<file path="src/rtl/alu_arbiter.sv">
// Two-requester front end for a shared 32-bit ALU: grants one request at a time,
// registers operands, executes for one cycle and returns a tagged response with flags.

module alu32 (
  input  logic [31:0] a,
  input  logic [31:0] b,
  input  logic [2:0]  alu_control,
  output logic [31:0] alu_out,
  output logic        zout,
  output logic        sout,
  output logic        vout
);
  logic [31:0] sum;
  logic [31:0] diff;

  // NOTE: every always_comb output gets a default first so no path can leave it
  // unassigned; an unassigned path would infer a latch.
  always_comb begin
    sum     = a + b;
    diff    = a - b;
    alu_out = '0;
    vout    = 1'b0;
    unique case (alu_control)
      3'b000: alu_out = a & b;
      3'b001: alu_out = a | b;
      3'b010: begin
        alu_out = sum;
        vout    = (a[31] == b[31]) && (sum[31] != a[31]);
      end
      3'b011: alu_out = a ^ b;
      3'b100: alu_out = ~(a | b);
      3'b110: begin
        alu_out = diff;
        vout    = (a[31] != b[31]) && (diff[31] != a[31]);
      end
      3'b111: alu_out = {31'b0, diff[31]};
      default: alu_out = '0;
    endcase
    zout = (alu_out == '0);
    sout = alu_out[31];
  end
endmodule

module alu_arbiter #(
  parameter bit FIXED_PRIO = 1'b0
) (
  input  logic        clk,
  input  logic        rst_n,
  input  logic        req0_valid,
  output logic        req0_ready,
  input  logic [31:0] req0_a,
  input  logic [31:0] req0_b,
  input  logic [2:0]  req0_op,
  input  logic        req1_valid,
  output logic        req1_ready,
  input  logic [31:0] req1_a,
  input  logic [31:0] req1_b,
  input  logic [2:0]  req1_op,
  output logic        rsp_valid,
  input  logic        rsp_ready,
  output logic        rsp_id,
  output logic [31:0] rsp_data,
  output logic        rsp_z,
  output logic        rsp_v,
  output logic        rsp_s,
  output logic        rsp_err,
  output logic        busy
);
  typedef enum logic [1:0] {IDLE, EXEC, RESP} state_e;

  localparam logic [2:0] OP_ADD = 3'b010;
  localparam logic [2:0] OP_SUB = 3'b110;
  localparam logic [2:0] OP_ILL = 3'b101;

  state_e      state_q, state_d;
  logic        prio_q, prio_d;
  logic [31:0] opa_q, opa_d, opb_q, opb_d;
  logic [2:0]  opc_q, opc_d;
  logic        opid_q, opid_d;
  logic        rsp_valid_q, rsp_valid_d;
  logic        rsp_id_q, rsp_id_d;
  logic [31:0] rsp_data_q, rsp_data_d;
  logic        rsp_z_q, rsp_z_d, rsp_v_q, rsp_v_d, rsp_s_q, rsp_s_d, rsp_err_q, rsp_err_d;

  logic        grant;
  logic        idle;
  logic [31:0] alu_out;
  logic        alu_z, alu_s, alu_vout_unused;
  logic        illegal, ovf;

  alu32 u_alu (
    .a           (opa_q),
    .b           (opb_q),
    .alu_control (opc_q),
    .alu_out     (alu_out),
    .zout        (alu_z),
    .sout        (alu_s),
    .vout        (alu_vout_unused)
  );

  always_comb begin
    grant = 1'b0;
    if (req0_valid && req1_valid) grant = FIXED_PRIO ? 1'b0 : prio_q;
    else if (req1_valid)          grant = 1'b1;
  end

  // Gated by rst_n so neither requester sees ready while reset is held.
  assign idle       = rst_n && (state_q == IDLE);
  assign req0_ready = idle && !grant && req0_valid;
  assign req1_ready = idle &&  grant && req1_valid;

  // Overflow is derived here from the registered operands rather than the ALU.
  always_comb begin
    illegal = (opc_q == OP_ILL);
    ovf     = 1'b0;
    if (opc_q == OP_ADD) ovf = (opa_q[31] == opb_q[31]) && (alu_out[31] != opa_q[31]);
    if (opc_q == OP_SUB) ovf = (opa_q[31] != opb_q[31]) && (alu_out[31] != opa_q[31]);
  end

  always_comb begin
    state_d     = state_q;
    prio_d      = prio_q;
    opa_d       = opa_q;
    opb_d       = opb_q;
    opc_d       = opc_q;
    opid_d      = opid_q;
    rsp_valid_d = rsp_valid_q;
    rsp_id_d    = rsp_id_q;
    rsp_data_d  = rsp_data_q;
    rsp_z_d     = rsp_z_q;
    rsp_v_d     = rsp_v_q;
    rsp_s_d     = rsp_s_q;
    rsp_err_d   = rsp_err_q;
    unique case (state_q)
      IDLE: begin
        if (req0_ready) begin
          opa_d = req0_a; opb_d = req0_b; opc_d = req0_op; opid_d = 1'b0;
          state_d = EXEC;
        end else if (req1_ready) begin
          opa_d = req1_a; opb_d = req1_b; opc_d = req1_op; opid_d = 1'b1;
          state_d = EXEC;
        end
      end
      EXEC: begin
        rsp_valid_d = 1'b1;
        rsp_id_d    = opid_q;
        rsp_data_d  = illegal ? '0   : alu_out;
        rsp_z_d     = illegal ? 1'b1 : alu_z;
        rsp_s_d     = illegal ? 1'b0 : alu_s;
        rsp_v_d     = illegal ? 1'b0 : ovf;
        rsp_err_d   = illegal;
        state_d     = RESP;
      end
      RESP: begin
        if (rsp_ready) begin
          prio_d      = ~rsp_id_q;
          rsp_valid_d = 1'b0;
          state_d     = IDLE;
        end
      end
      default: state_d = IDLE;
    endcase
  end

  // NOTE: sequential state uses non-blocking assignments so every flop samples
  // the pre-edge values regardless of statement order.
  always_ff @(posedge clk or negedge rst_n) begin
    if (!rst_n) begin
      state_q     <= IDLE;
      prio_q      <= 1'b0;
      opa_q       <= '0;
      opb_q       <= '0;
      opc_q       <= '0;
      opid_q      <= 1'b0;
      rsp_valid_q <= 1'b0;
      rsp_id_q    <= 1'b0;
      rsp_data_q  <= '0;
      rsp_z_q     <= 1'b0;
      rsp_v_q     <= 1'b0;
      rsp_s_q     <= 1'b0;
      rsp_err_q   <= 1'b0;
    end else begin
      state_q     <= state_d;
      prio_q      <= prio_d;
      opa_q       <= opa_d;
      opb_q       <= opb_d;
      opc_q       <= opc_d;
      opid_q      <= opid_d;
      rsp_valid_q <= rsp_valid_d;
      rsp_id_q    <= rsp_id_d;
      rsp_data_q  <= rsp_data_d;
      rsp_z_q     <= rsp_z_d;
      rsp_v_q     <= rsp_v_d;
      rsp_s_q     <= rsp_s_d;
      rsp_err_q   <= rsp_err_d;
    end
  end

  assign rsp_valid = rsp_valid_q;
  assign rsp_id    = rsp_id_q;
  assign rsp_data  = rsp_data_q;
  assign rsp_z     = rsp_z_q;
  assign rsp_v     = rsp_v_q;
  assign rsp_s     = rsp_s_q;
  assign rsp_err   = rsp_err_q;
  assign busy      = (state_q != IDLE);
endmodule

</file>
<file path="config.mk">
export PLATFORM = sky130hd
export DESIGN_NAME = alu_arbiter
export DESIGN_NICKNAME = d
export VERILOG_FILES = /design/src/rtl/alu_arbiter.sv
export SDC_FILE = /design/constraint.sdc
export NUM_CORES = 1
export LEC_CHECK = 0
export ABC_CLOCK_PERIOD_IN_PS = 9500
export CAP_MARGIN = 20
export CORE_ASPECT_RATIO = 1.1
export CORE_MARGIN = 2
export CORE_UTILIZATION = 30
export DETAILED_ROUTE_END_ITERATION = 16
export SLEW_MARGIN = 40
export SYNTH_ARGS = -nofsm -noshare
export SYNTH_HDL_FRONTEND = slang
export SYNTH_SLANG_ARGS = --single-unit
</file>
<file path="constraint.sdc">
create_clock -name clk -period 9.5 [get_ports clk]
set_clock_uncertainty 0.05 [all_clocks]
set_input_delay 2.375 -clock clk [delete_from_list [all_inputs] [get_ports clk]]
set_output_delay 2.375 -clock clk [all_outputs]
set_load 0.05 [all_outputs]
</file>
## After elaboration in Yosys (flattened, before gate mapping)

Cells that the tools add are included.

| operators by class | value |
|---|---|
| eq/ne operators | 14 |
| reductions and logical operators | 19 |
| multiplexer cells | 23 |
| bitwise operators | 5 |
| add/subtract/negate cells | 2 |

Operators with widths:

| operator | number |
|---|---|
| $pmux W32 S7 | 1 |
| $mux W32 | 5 |
| $add A32 B32 Y32 | 1 |
| $and A32 B32 Y32 | 1 |
| $logic_not A32 Y1 | 1 |
| $not A32 Y32 | 1 |
| $or A32 B32 Y32 | 1 |
| $sub A32 B32 Y32 | 1 |
| $xor A32 B32 Y32 | 1 |
| $eq A3 B3 Y1 const B | 4 |
| $mux W1 | 10 |
| $logic_and A1 B1 Y1 | 8 |
| $reduce_and A2 Y1 | 4 |
| $eq A3 B2 Y1 const B | 2 |
| $mux W2 | 3 |
| $mux W3 | 2 |
| $pmux W2 S3 | 1 |
| $reduce_bool A2 Y1 | 3 |
| $eq A3 B1 Y1 const B | 1 |
| $logic_not A3 Y1 | 1 |
| $ne A3 B3 Y1 const B | 1 |
| $eq A2 B1 Y1 const B | 1 |
| $eq A2 B2 Y1 const B | 1 |
| $logic_not A2 Y1 | 1 |
| other kinds (6) | 7 |

| storage, ports and cells | value |
|---|---|
| logic and storage cells | 76 |
| input bits | 139 |
| bits in registers | 109 |

## Depth between registers and ports, before layout

Gate-level depths: netlist of run 1.

| depth | value |
|---|---|
| depth after elaboration | 8 |
| mapped depth | 15 |
| gate-level depth less buffers | 15 |

## By module

From an unflattened synthesis of run 1, not the netlist that was laid out.

| second synthesis, totals | value |
|---|---|
| cell total of the unflattened synthesis | 1,524 |
| area total of the unflattened synthesis | 11,776.3 um2 |

Modules (own cells, without submodules):

| module | seq. area each (um2) | area an instance (um2) | times used | cells an instance |
|---|---|---|---|---|
| alu32 | 0.0 | 6,802.8 | 1 | 1,016 |
| alu_arbiter | 2,727.6 | 4,973.5 | 1 | 508 |

## Worst setup path before layout of run 1

OpenSTA, ideal clock, no wires.

| path | value |
|---|---|
| kind | input -> output |
| start | in rst_n |
| end | out req0_ready |
| data required time | 7.075 ns |
| data arrival time | 3.508 ns |
| path slack | 3.567 ns |
| cell stages on the path | 6 |
| path through | inv_1 > nor2_1 > nand2_1 > a21o_1 > inv_2 > clkbuf_1 |

| on the way | value |
|---|---|
| cells in the longest elaborated chain, start to end | 3 |

RTL lines:

| what | line | text |
|---|---|---|
| start, declared | 48 | `input logic rst_n,` |
| $logic_and A1 B1 Y1 | 108 | `assign idle = rst_n && (state_q == IDLE);` |
| $logic_and A1 B1 Y1 (2 in a row) | 109 | `assign req0_ready = idle && !grant && req0_valid;` |
| end, declared | 50 | `output logic req0_ready,` |

Every way passes these cells.

## Final worst setup path of run 1

Ends and elaborated chain as after synthesis.

==> results of run 1 <==
-- critical path: cells and delay by family --
| family | cells | cell delay, ns |
|---|---|---|
| AO/OA/AOI/OAI | 1 | 0.21 |
| buffers and inverters | 5 | 1.79 |
| AND/OR/NAND/NOR | 2 | 0.29 |
-- worst min-delay path by stage --
stage          cells past startpoint                      from                  endpoint
3_5_place_dp                       2  rsp_data[11]$_DFFE_PN0P_  rsp_data[11]$_DFFE_PN0P_
3_3_place_gp                       2  rsp_data[16]$_DFFE_PN0P_  rsp_data[16]$_DFFE_PN0P_
5_1_grt                            2  rsp_data[11]$_DFFE_PN0P_  rsp_data[11]$_DFFE_PN0P_
4_1_cts                            2        opid_q$_DFFE_PN0P_        rsp_id$_DFFE_PN0P_
2_1_floorplan                      2        opid_q$_DFFE_PN0P_        rsp_id$_DFFE_PN0P_
6_report                           2  rsp_data[11]$_DFFE_PN0P_  rsp_data[11]$_DFFE_PN0P_
-- final cells by class --
cell class / instances / area [um2]
fillers: 3684 / 22100
multi-input cells: 1136 / 7140
flip-flops and latches: 108 / 2700
repair buffers: 193 / 1900
well taps: 444 / 556
inverters: 106 / 398
clock buffers: 11 / 233
clock inverters: 5 / 38.8
-- flip-flops by register name, indices dropped and copies added (netlist names), 2 cells and up --
| name | cells |
|---|---|
| opa_q | 32 |
| opb_q | 32 |
| opc_q | 3 |
| rsp_data | 32 |
| state_q | 2 |
-- power groups by stage --
stage          Sequential, mW  Clock, mW  Combinational, mW
2_1_floorplan            1.05          0               2.60
6_report                0.869      0.362               4.00
5_1_grt                 0.906      0.393               4.38
3_5_place_dp            0.886          0               3.93
3_3_place_gp            0.873          0               3.90
4_1_cts                 0.876      0.377               3.94
-- stage by stage --
step / hold WS, ns / setup slack (ns)
after floorplan: 0.389 / 3.57
after global placement: 0.413 / 2.07
after detailed placement: 0.416 / 2.08
after CTS: 0.429 / 2.08
after global routing: 0.445 / 2.12
final: 0.427 / 2.37
-- metal layers --
layer | share of wire | vias up | GRT usage
li1 | - | 5331 | -
met1 | 0.48 | 5153 | 0.288
met2 | 0.44 | 363 | 0.311
met3 | 0.059 | 34 | 0.0261
met4 | 0.016 | 0 | 0.0486
met5 | 0 | - | 0
-- kinds of logic (layout without fill, tap and decap cells) --
logic type      count (synthesis)  count (layout)  synth area share
compound gates                441             441             0.279
xor+xnor                       11              11           0.00906
mux                            26              26            0.0250
fa+ha+maj                     109             109             0.130
buf+inv                       205             315            0.0754
flops                         108             108             0.254
simple gates                  549             549             0.227
-- cells in the final DEF, fill, tap and decap left out, drive strengths merged, types with 7 or more instances in the layout --
cell type        n
nand2          262
clkdlybuf4s50  178
nor2           153
dfrtp          108
ha             107
inv            105
a21oi           98
o21ai           80
a31oi           74
mux2i           22
o211ai          22
nor3            21
nand3           19
a211oi          17
a22oi           17
nor4            17
nand2b          16
nand4           15
o221ai          15
nor2b           15
buf             15
a221o           12
o31ai           11
a21o            11
clkbuf          11
or2             10
a221oi          10
o21a             8
a211o            7
xnor2            7
==> results.txt, run 1 <==
- The run finished with clean final reports.
* Global placement routability congestion: 0.947
- For this run, the register share of the synthesized area comes to 0.254.
- Final routed wirelength across all metal layers: 36.8 mm
* Distinct cells, synth: 78
* Worst path slowest cell: clkdlybuf4s50_1
- The longest clock path from root to sink contains 2 buffers.
- Row count: 72
* Clock network power share: 0.069
- Ys flop type: dfrtp_1
- Crit-path max FO: 68
- In this run the post-CTS setup repair buffer count came out at 0.
- During placement, the flow inserted port buffers numbering 179.
- The final route contains 10881 vias.
- Of the total power, combinational logic draws 0.765.
* Crit path launch type: primary input
* Number of diodes: 0
- Of the total power, registers draw 0.166.
- Counting flops with an async set or reset pin after synthesis yields a share of 1.00.
- Top-level port count: 180
- For this design, the CTS-stage hold fixing added 0 buffers.
- The number of clock buffers added by TritonCTS is 9.
- Via-to-Cell Ratio: approximately 5.4
* Crit. End Element: primary output
- The HPWL after detailed placement is about 28 mm.
- Commonest cells post-synth: nand2_1, nor2_1, dfrtp_1, ha_1, inv_1
- Final period utilization: 0.751
- Number of gates resized after CTS: 0
* Layout overhead on the synthesized area: 22.0%
- The design draws about 5.2 mW.
- The first global-routing pass estimated between 50 and 60 mm of wire.
- For this run, the total global-route usage over all layers was measured as 0.199.
* Net count, final: 1802
- Class of the worst hold path: reg -> reg
- Worst path arrival time: 4.71 ns
- Timing would allow up to 140 MHz.
- DRC violation count after routing: 0
* Crit Path Category: in -> out
- The tool flagged a number of max-cap violations equal to 0.
- The signal on the critical path passes through buf_6 -> inv_1 -> nor2_1 -> nand2_1 -> a21o_2 -> buf_4 -> inv_2 -> clkdlybuf4s50_1.
- For this design the ratio of total power to cell area is about 400 nW/um2.
- The finished layout holds 2003 standard cells, fillers aside.
- Final Setup Violations: 0
- VDD sags by at most 0.146 mV.
* Post-Syn Area per Cell: 7.34 um2
- The via count of the first global-routing pass was roughly 10000.
- The critical path starts at rst_n.
- CTS placed an instance of clkbuf_16 at the clock tree root.
- Final sum of negative setup slack: 0 ns
- Yosys attributes the largest share of cell area to dfrtp_1, ha_1, nand2_1.
- 1st-pass router iterations: 7
* Horiz. Die Dim: ~180 um
* Max Slew Vio Count: 0
- Yosys warning total: 0
* CORE AREA: approximately 35000 um2
- Of the total power, the share spent switching nets is 0.577.
- Timing endpoint of the critical path: req0_ready
* Internal power: 2.21 mW
- The final hold violation count was 0.
- Of the cells placed in the final design, the portion with a size suffix greater than 1 is 0.0455.
- H-tree depth reported by CTS: 3
* Net count after synthesis: 1697
* Top-count cell post-synth: nand2_1
- Setup repair after global routing left no endpoint under its margin.
- Combined area of all synthesized cells: between 10000 and 15000 um2
- Wirelength per Cell: 18.4 um
* Area of all placed cells without fillers: 13000 um2
- In this run the critical register-to-register path is launched from opc_q[0]$_DFFE_PN0P_.
- Total gr overflow: 0
* Power spent charging and discharging nets: 3.02 mW
- The share of synthesized area in the top cell type comes to 0.254.
- The die is 201 um tall.
- Slew of the pin with the lowest slew margin: 0.964 ns
- The die covers 37000 um2.
* CTS sink count: 108
- Entering global routing, the biggest net connects 69 pins.
- Initial antenna violation count: 0
* EDFF count, synth: 0
- At the worst endpoint, the required time is just over 7 ns.
- At the end of the flow the core is filled with cells to 0.370.
* DRT iter0 DRCs: 924
* Starting Density: 0.303
* Worst stage delay on the critical path: 0.80 ns
- The cell count after synthesis came out at 1449.
* Placement-stage cell area: between 10000 and 15000 um2
- Summed over all instances, the cell type with the most area after synthesis is dfrtp_1.
- Clk pin slew, worst setup/hold paths: 0.07 ns
* TritonCTS clock tree: done
* Cell leakage power: 5.63 nW
- The synthesized design contains 108 register bits.
- Remaining antenna violation count: 0
* Number of cells traversed by the worst register-to-register path: 11
- Minimum period implied by the final worst setup slack: 7.13 ns
- Clock latency of the later-clocked register in the worst-skew pair: 0.37 ns
- Measured against its own limit, the worst slew margin works out to 0.354.
- The number of placed instances, taps included, is around 2000.
- Reg-to-reg slack, setup: around 5.1 ns
- Reg-to-Reg End: rsp_z$_DFFE_PN0P_
Power figures use the tool's default switching activity.
==> run 2, diff against run 1 <==
Settings changed: ABC_CLOCK_PERIOD_IN_PS 9500 to 6000.
Clock period 9.5 ns to 6 ns, I/O delays scaled along.
==> results.txt, run 2 (synthesis results as in run 1) <==
* Placement-stage cell area: 12700 um2
* Post-CTS repair timing setup buffer count: 0
- Measured along the x axis, the die boundary spans between 150 and 200 um.
* Switching Fraction: 0.577
- Initial antenna violation count: 0
- The die is 201 um tall.
* Fill cell instance count of the final layout: 3672
* Clk pin slew, worst setup/hold paths: 0.08 ns
- The total count of max-transition violations in the final report is 0.
* Post-DP HPWL: 28.5 mm
- Across the VDD grid, the largest voltage drop is 0.184 mV.
* Final Setup Violations: 0
- Crit-path max FO: 3
* Crit Path Category: in -> out
- At the placement stage, the worst setup path has a slack of 1.41 ns.
- In this design, the stage delay of the slowest critical-path cell is 0.80 ns.
* Internal power: 3.54 mW
- Clock network power share: 0.072
- Final period utilization: 0.763
* Hold_ws: 0.427 ns
- Net count, final: roughly 1800
* Leading cell type in the layout, fill and taps excluded: nand2_1
- Minimum period implied by the final worst setup slack: 4.58 ns
- The min-delay analysis places its worst path in the category reg -> reg.
* CTS max path bufs: 2
- The worst hold path was traced through 2 stages.
* Delay-heaviest family, CP: buffers and inverters
- Of the cells placed in the final design, the portion with a size suffix greater than 1 is 0.0512.
* H-tree depth reported by CTS: 3
- Register share of total power: 0.167
- The flow ran to the end, and the final reports show no timing, DRC or antenna violations.
- After layout, the worst setup slack is 1.42 ns.
- Setup repair after global routing missed its margin: no
- In this design, the critical path's most frequently occurring cell is clkdlybuf4s50_1.
* DRC violation count after routing: 0
* GR met3 Demand/Resource: 0.0319
- Starting Density: 0.303
- Entering global routing, the biggest net connects 76 pins.
- After clock tree synthesis, the flow added hold-fix buffers numbering 0.
* DRT iter0 DRCs: 924
- Crit path launch type: primary input
- The final hold violation count was 0.
* Number of gates resized after CTS: 0
- The worst pin sits at a relative slew slack of 0.507.
* Chain of cells forming the critical path: clkdlybuf4s50_1 -> nand2b_1 -> and3_1 -> clkdlybuf4s50_1
* Layout overhead on the synthesized area: 22.8%
* Worst min-delay path endpoint: rsp_data[7]$_DFFE_PN0P_
- Summed over all nets, the switching power comes to 4.82 mW.
- Row count: just over 70
- Origin of the critical flop-to-flop path: opa_q[0]$_DFFE_PN0P_
- Critical path data required time: ~4.5 ns
- Highest-count cells in the layout ignoring fill and taps: nand2_1, clkdlybuf4s50_1, nor2_1, dfrtp_1, ha_1
* Reg-to-reg slack, setup: 1.90 ns
- Global placement routability congestion: ~0.94
- Via-to-Cell Ratio: between 5 and 6
* Detailed-route via count: 11026
* Total die area: about 37000 um2
* Grt met2 use: 0.311
- In this run the tool buffered the top-level ports with 179 buffer cells.
- Power comes to 8.35 mW.
- Critical path buffer and inverter count: 2
- TritonCTS built the clock tree.
* All-layer global routing usage: 0.202
* Final routed wirelength across all metal layers: 37.6 mm
- Layer carrying the most global-route usage: met2
- 1st-pass router iterations: 5
- Root buf cell: clkbuf_16
* Remaining antenna violation count: 0
- The largest individual stage delay along the critical path comes from the cell clkdlybuf4s50_1.
- Slew of the pin with the lowest slew margin: around 0.74 ns
* Final sum of negative setup slack: 0 ns
* Met1 track demand over resource: 0.291
- Dividing the detail-routed wire length by the instance count gives roughly 19 um.
- Measured in cells, the most critical reg-to-reg path has a length of 15.
* Crit. End Element: primary output
* CORE AREA: 35000 um2
- Number of global-route vias before repair: 10549
* Reg-to-Reg End: rsp_z$_DFFE_PN0P_
* Critical hold path startpoint: rsp_data[7]$_DFFE_PN0P_
- Total gr overflow: 0
- In this run the static leakage power is 5.69 nW.
- Clock latency on the worst-skew pair, taken at its later pin, is 0.37 ns.
- Counting every sink on the clock net gives 108.
- Logic pwr share: 0.761
- Worst path arrival time: 3.03 ns
- Once layout is done, the placed cells without fillers occupy around 13000 um2.
- For this run, the top clock speed supported by timing is 218 MHz.
- Number of diodes: 0
- Cell area power density: 640 nW/um2
- Cts bufs inserted: 9
- Global-route wire length before repair: around 60 mm
- Top-level port count: 180
- Max-cap violations in this run came to 0.
==> run 2: layout make-up <==
type                            count  area (um2)  area share
Clock inverter                      6        47.5     0.00364
Inverter                          106         398      0.0305
Clock buffer                       10         239      0.0183
Timing Repair Buffer              198        1970       0.151
Multi-Input combinational cell   1136        7140       0.547
Tap cell                          444         556      0.0426
Sequential cell                   108        2700       0.207
==> run 2: layer usage <==
| metal | up-vias | part of all wire | wire (um) |
|---|---|---|---|
| met5 | - | 0 | 0 |
| met4 | 0 | 0.016 | 619 |
| met3 | 41 | 0.067 | 2520 |
| met2 | 398 | 0.44 | 16500 |
| met1 | 5232 | 0.48 | 18000 |
| li1 | 5355 | - | - |
==> run 2: tightest hold or removal path, stage by stage, from the launching register on <==
cell and delay, ns:
dfrtp_1 0.35, nand2_1 0.05, nand2_1 0.05
==> run 2: stage by stage <==
stage                     cells   util
after floorplan            1449      -
after detailed placement   1991  0.364
after global routing       2008  0.372
after CTS                  2007  0.372
final                      2008  0.372
after global placement     1990  0.363
==> run 2: worst max path at each step <==
stage	start	to	slack, ns	cells past startpoint
global placement	req0_valid	req1_ready	1.42	4
finish	req0_valid	req1_ready	1.42	4
CTS	req0_valid	req1_ready	1.41	4
detailed placement	req0_valid	req1_ready	1.41	4
global route	req0_valid	req1_ready	1.34	4
floorplan	rst_n	req0_ready	1.82	6
==> run 2: power groups by stage <==
stage               Sequential [mW]  Combinational [mW]  Clock (mW)
floorplan                      1.67                4.11           0
global placement               1.40                6.20           0
detailed placement             1.42                6.22           0
CTS                            1.41                6.25       0.622
global route                   1.46                6.95       0.642
finish                         1.39                6.36       0.605
==> run 3, diff against run 2 <==
Settings changed: ABC_CLOCK_PERIOD_IN_PS 6000 to 4400.
Clock period 6 ns to 4.4 ns, I/O delays scaled along.
==> results.txt, run 3 (synthesis results as in run 1) <==
* Global-route wire length before repair: 61.2 mm
* Met1 track demand over resource: 0.302
* Post-CTS repair timing setup buffer count: 0
* Worst stage delay on the critical path: a little under 0.5 ns
- CTS max path bufs: 2
* Worst slack, placed: 0.379 ns
- Hold buffer count at cts: 0
- In this run the tool buffered the top-level ports with 179 buffer cells.
- The signal on the critical path passes through inv_1 -> ha_1 -> inv_1 -> fa_1 -> nor2b_1 -> o311ai_2 -> a21oi_1 -> nor3_1 -> o221ai_1 -> a221o_1 -> a2111oi_1 -> nand4_1 -> nor4_2 -> nand4_1 -> o211ai_2.
* CORE AREA: 35000 um2
- The initial antenna violation count came to 0.
* Number of diodes: 0
* Final non-filler cell total: roughly 2000
* Final routed wirelength across all metal layers: 39.4 mm
- Headroom to the max-slew limit came out at 0.510.
- Placement-stage cell area: 12900 um2
* Final Setup Violations: 0
* Highest-count cells in the layout ignoring fill and taps: nand2_1, clkdlybuf4s50_1, nor2_1, dfrtp_1, ha_1
* Clk pin slew, worst setup/hold paths: 0.08 ns
* Number of global-route vias before repair: 10547
- The clock period could shrink to 4.12 ns.
- Grt met2 use: 0.322
- Placed Cells incl. Taps: around 2000
* Layer carrying the most global-route usage: met2
- Area of all placed cells without fillers: 13200 um2
* Net count, final: between 1500 and 2000
- STA puts the critical path data required time at 4.65 ns.
- Clock latency of the later-clocked register in the worst-skew pair: between 0.3 and 0.4 ns
* DRC violation count after routing: 0
* Leading cell type in the layout, fill and taps excluded: nand2_1
- CTS sink count: 108
- Crit-path max FO: 6
- Cts bufs inserted: 9
- Pin placement for this block handled 180 I/O pins.
- Crit. End Element: flop
- The total overflow left after global routing is 0.
- In the final layout, the share of cells above drive strength 1 is 0.0608.
- All-layer global routing usage: 0.211
- Hold_ws: 0.426 ns
* Crit Path Category: reg -> reg
- For this design the ratio of total power to cell area is 881 nW/um2.
- The final hold violation count is 0.
- The worst setup path is launched from a flop.
* Slew of the pin with the lowest slew margin: 0.726 ns
- Remaining antenna violation count: 0
* H-tree depth reported by CTS: 3
* Setup repair after global routing missed its margin: no
* Final sum of negative setup slack: 0 ns
* Number of gates resized after CTS: 0
* Class of the worst hold path: reg -> reg
- Broken down by cell family, the worst path's largest delay share belongs to compound AO/OA/AOI/OAI gates.
* Worst path arrival time: 4.37 ns
- Dividing the final minimum period by the clock period gives 0.937.
- Global placement routability congestion: 0.955
- Pin count of the biggest net entering global routing: 68
- Setup slack on the critical path of the routed design comes to around 0.28 ns.
* Highest clock frequency the design can meet: 242 MHz
- Max Slew Vio Count: 0
- IR analysis of the VDD net gives a maximum drop of between 0.2 and 0.3 mV.
- 1st-pass router iterations: 6
- Post-DP HPWL: around 30 mm
- Layout overhead on the synthesized area: 23.9%
- Counting both buffers and inverters, the worst setup path holds a total of 2.
- The floorplan step defined a die boundary enclosing 37000 um2.
- For this design, the slowest cell found on the critical path is o311ai_2.
- Run status: completed
* DRT iter0 DRCs: slightly below 900
- Via-to-Cell Ratio: roughly 5.5
- Row count: 72
- GR met3 Demand/Resource: 0.0376
- Dividing the detail-routed wire length by the instance count gives 19.5 um.
- TritonCTS built the clock tree.
* Detailed-route via count: 11166
* Root buf cell: clkbuf_16
- Fin util: 0.376
- Max-cap violations in this run came to 0.
* Vertical extent of the die: 201 um
* Horiz. Die Dim: between 150 and 200 um
- Starting Density: 0.303
- Summing internal, switching and leakage power gives about 12 mW.
- Summed over all cells, the static leakage comes to 5.77 nW.
==> run 3: cell type report <==
class	instances	area [um2]
Inverter	106	398
Sequential cell	108	2700
Clock inverter	7	56.3
Fill cell	3628	21900
Tap cell	444	556
Timing Repair Buffer	214	2090
Clock buffer	9	225
Multi-Input combinational cell	1136	7140
==> run 3: path summary, 6_finish.rpt <==
check	startpoint	to	slack (ns)	depth (start not counted)
setup / recovery	opa_q[0]$_DFFE_PN0P_	rsp_z$_DFFE_PN0P_	0.28	15
hold / removal	rsp_data[3]$_DFFE_PN0P_	rsp_data[3]$_DFFE_PN0P_	0.43	2
setup reg to reg	opa_q[0]$_DFFE_PN0P_	rsp_z$_DFFE_PN0P_	0.28	15
hold reg to reg	rsp_data[3]$_DFFE_PN0P_	rsp_data[3]$_DFFE_PN0P_	0.43	2
max in group asynchronous	rst_n	opb_q[8]$_DFFE_PN0P_	2.52	3
min in group asynchronous	rst_n	rsp_data[25]$_DFFE_PN0P_	0.76	2
==> run 3: routing by layer <==
metal  share of wire  up-vias
met4           0.022        0
met2            0.44      464
met5               0        -
li1                -     5376
met3           0.071       61
met1            0.47     5265
==> run 3: where the power goes <==
part	total [mW]	internal [mW]	leakage (nW)	switching [mW]
clock	0.821	0.392	0.130	0.429
sequential	1.87	1.42	1.26	0.446
combinational	8.91	3.12	4.38	5.79
==> run 3: tightest hold or removal path, delay by kind of cell, from the launching register on <==
family | cells | cell delay, ns
flip-flops | 1 | 0.35
AND/OR/NAND/NOR | 2 | 0.10
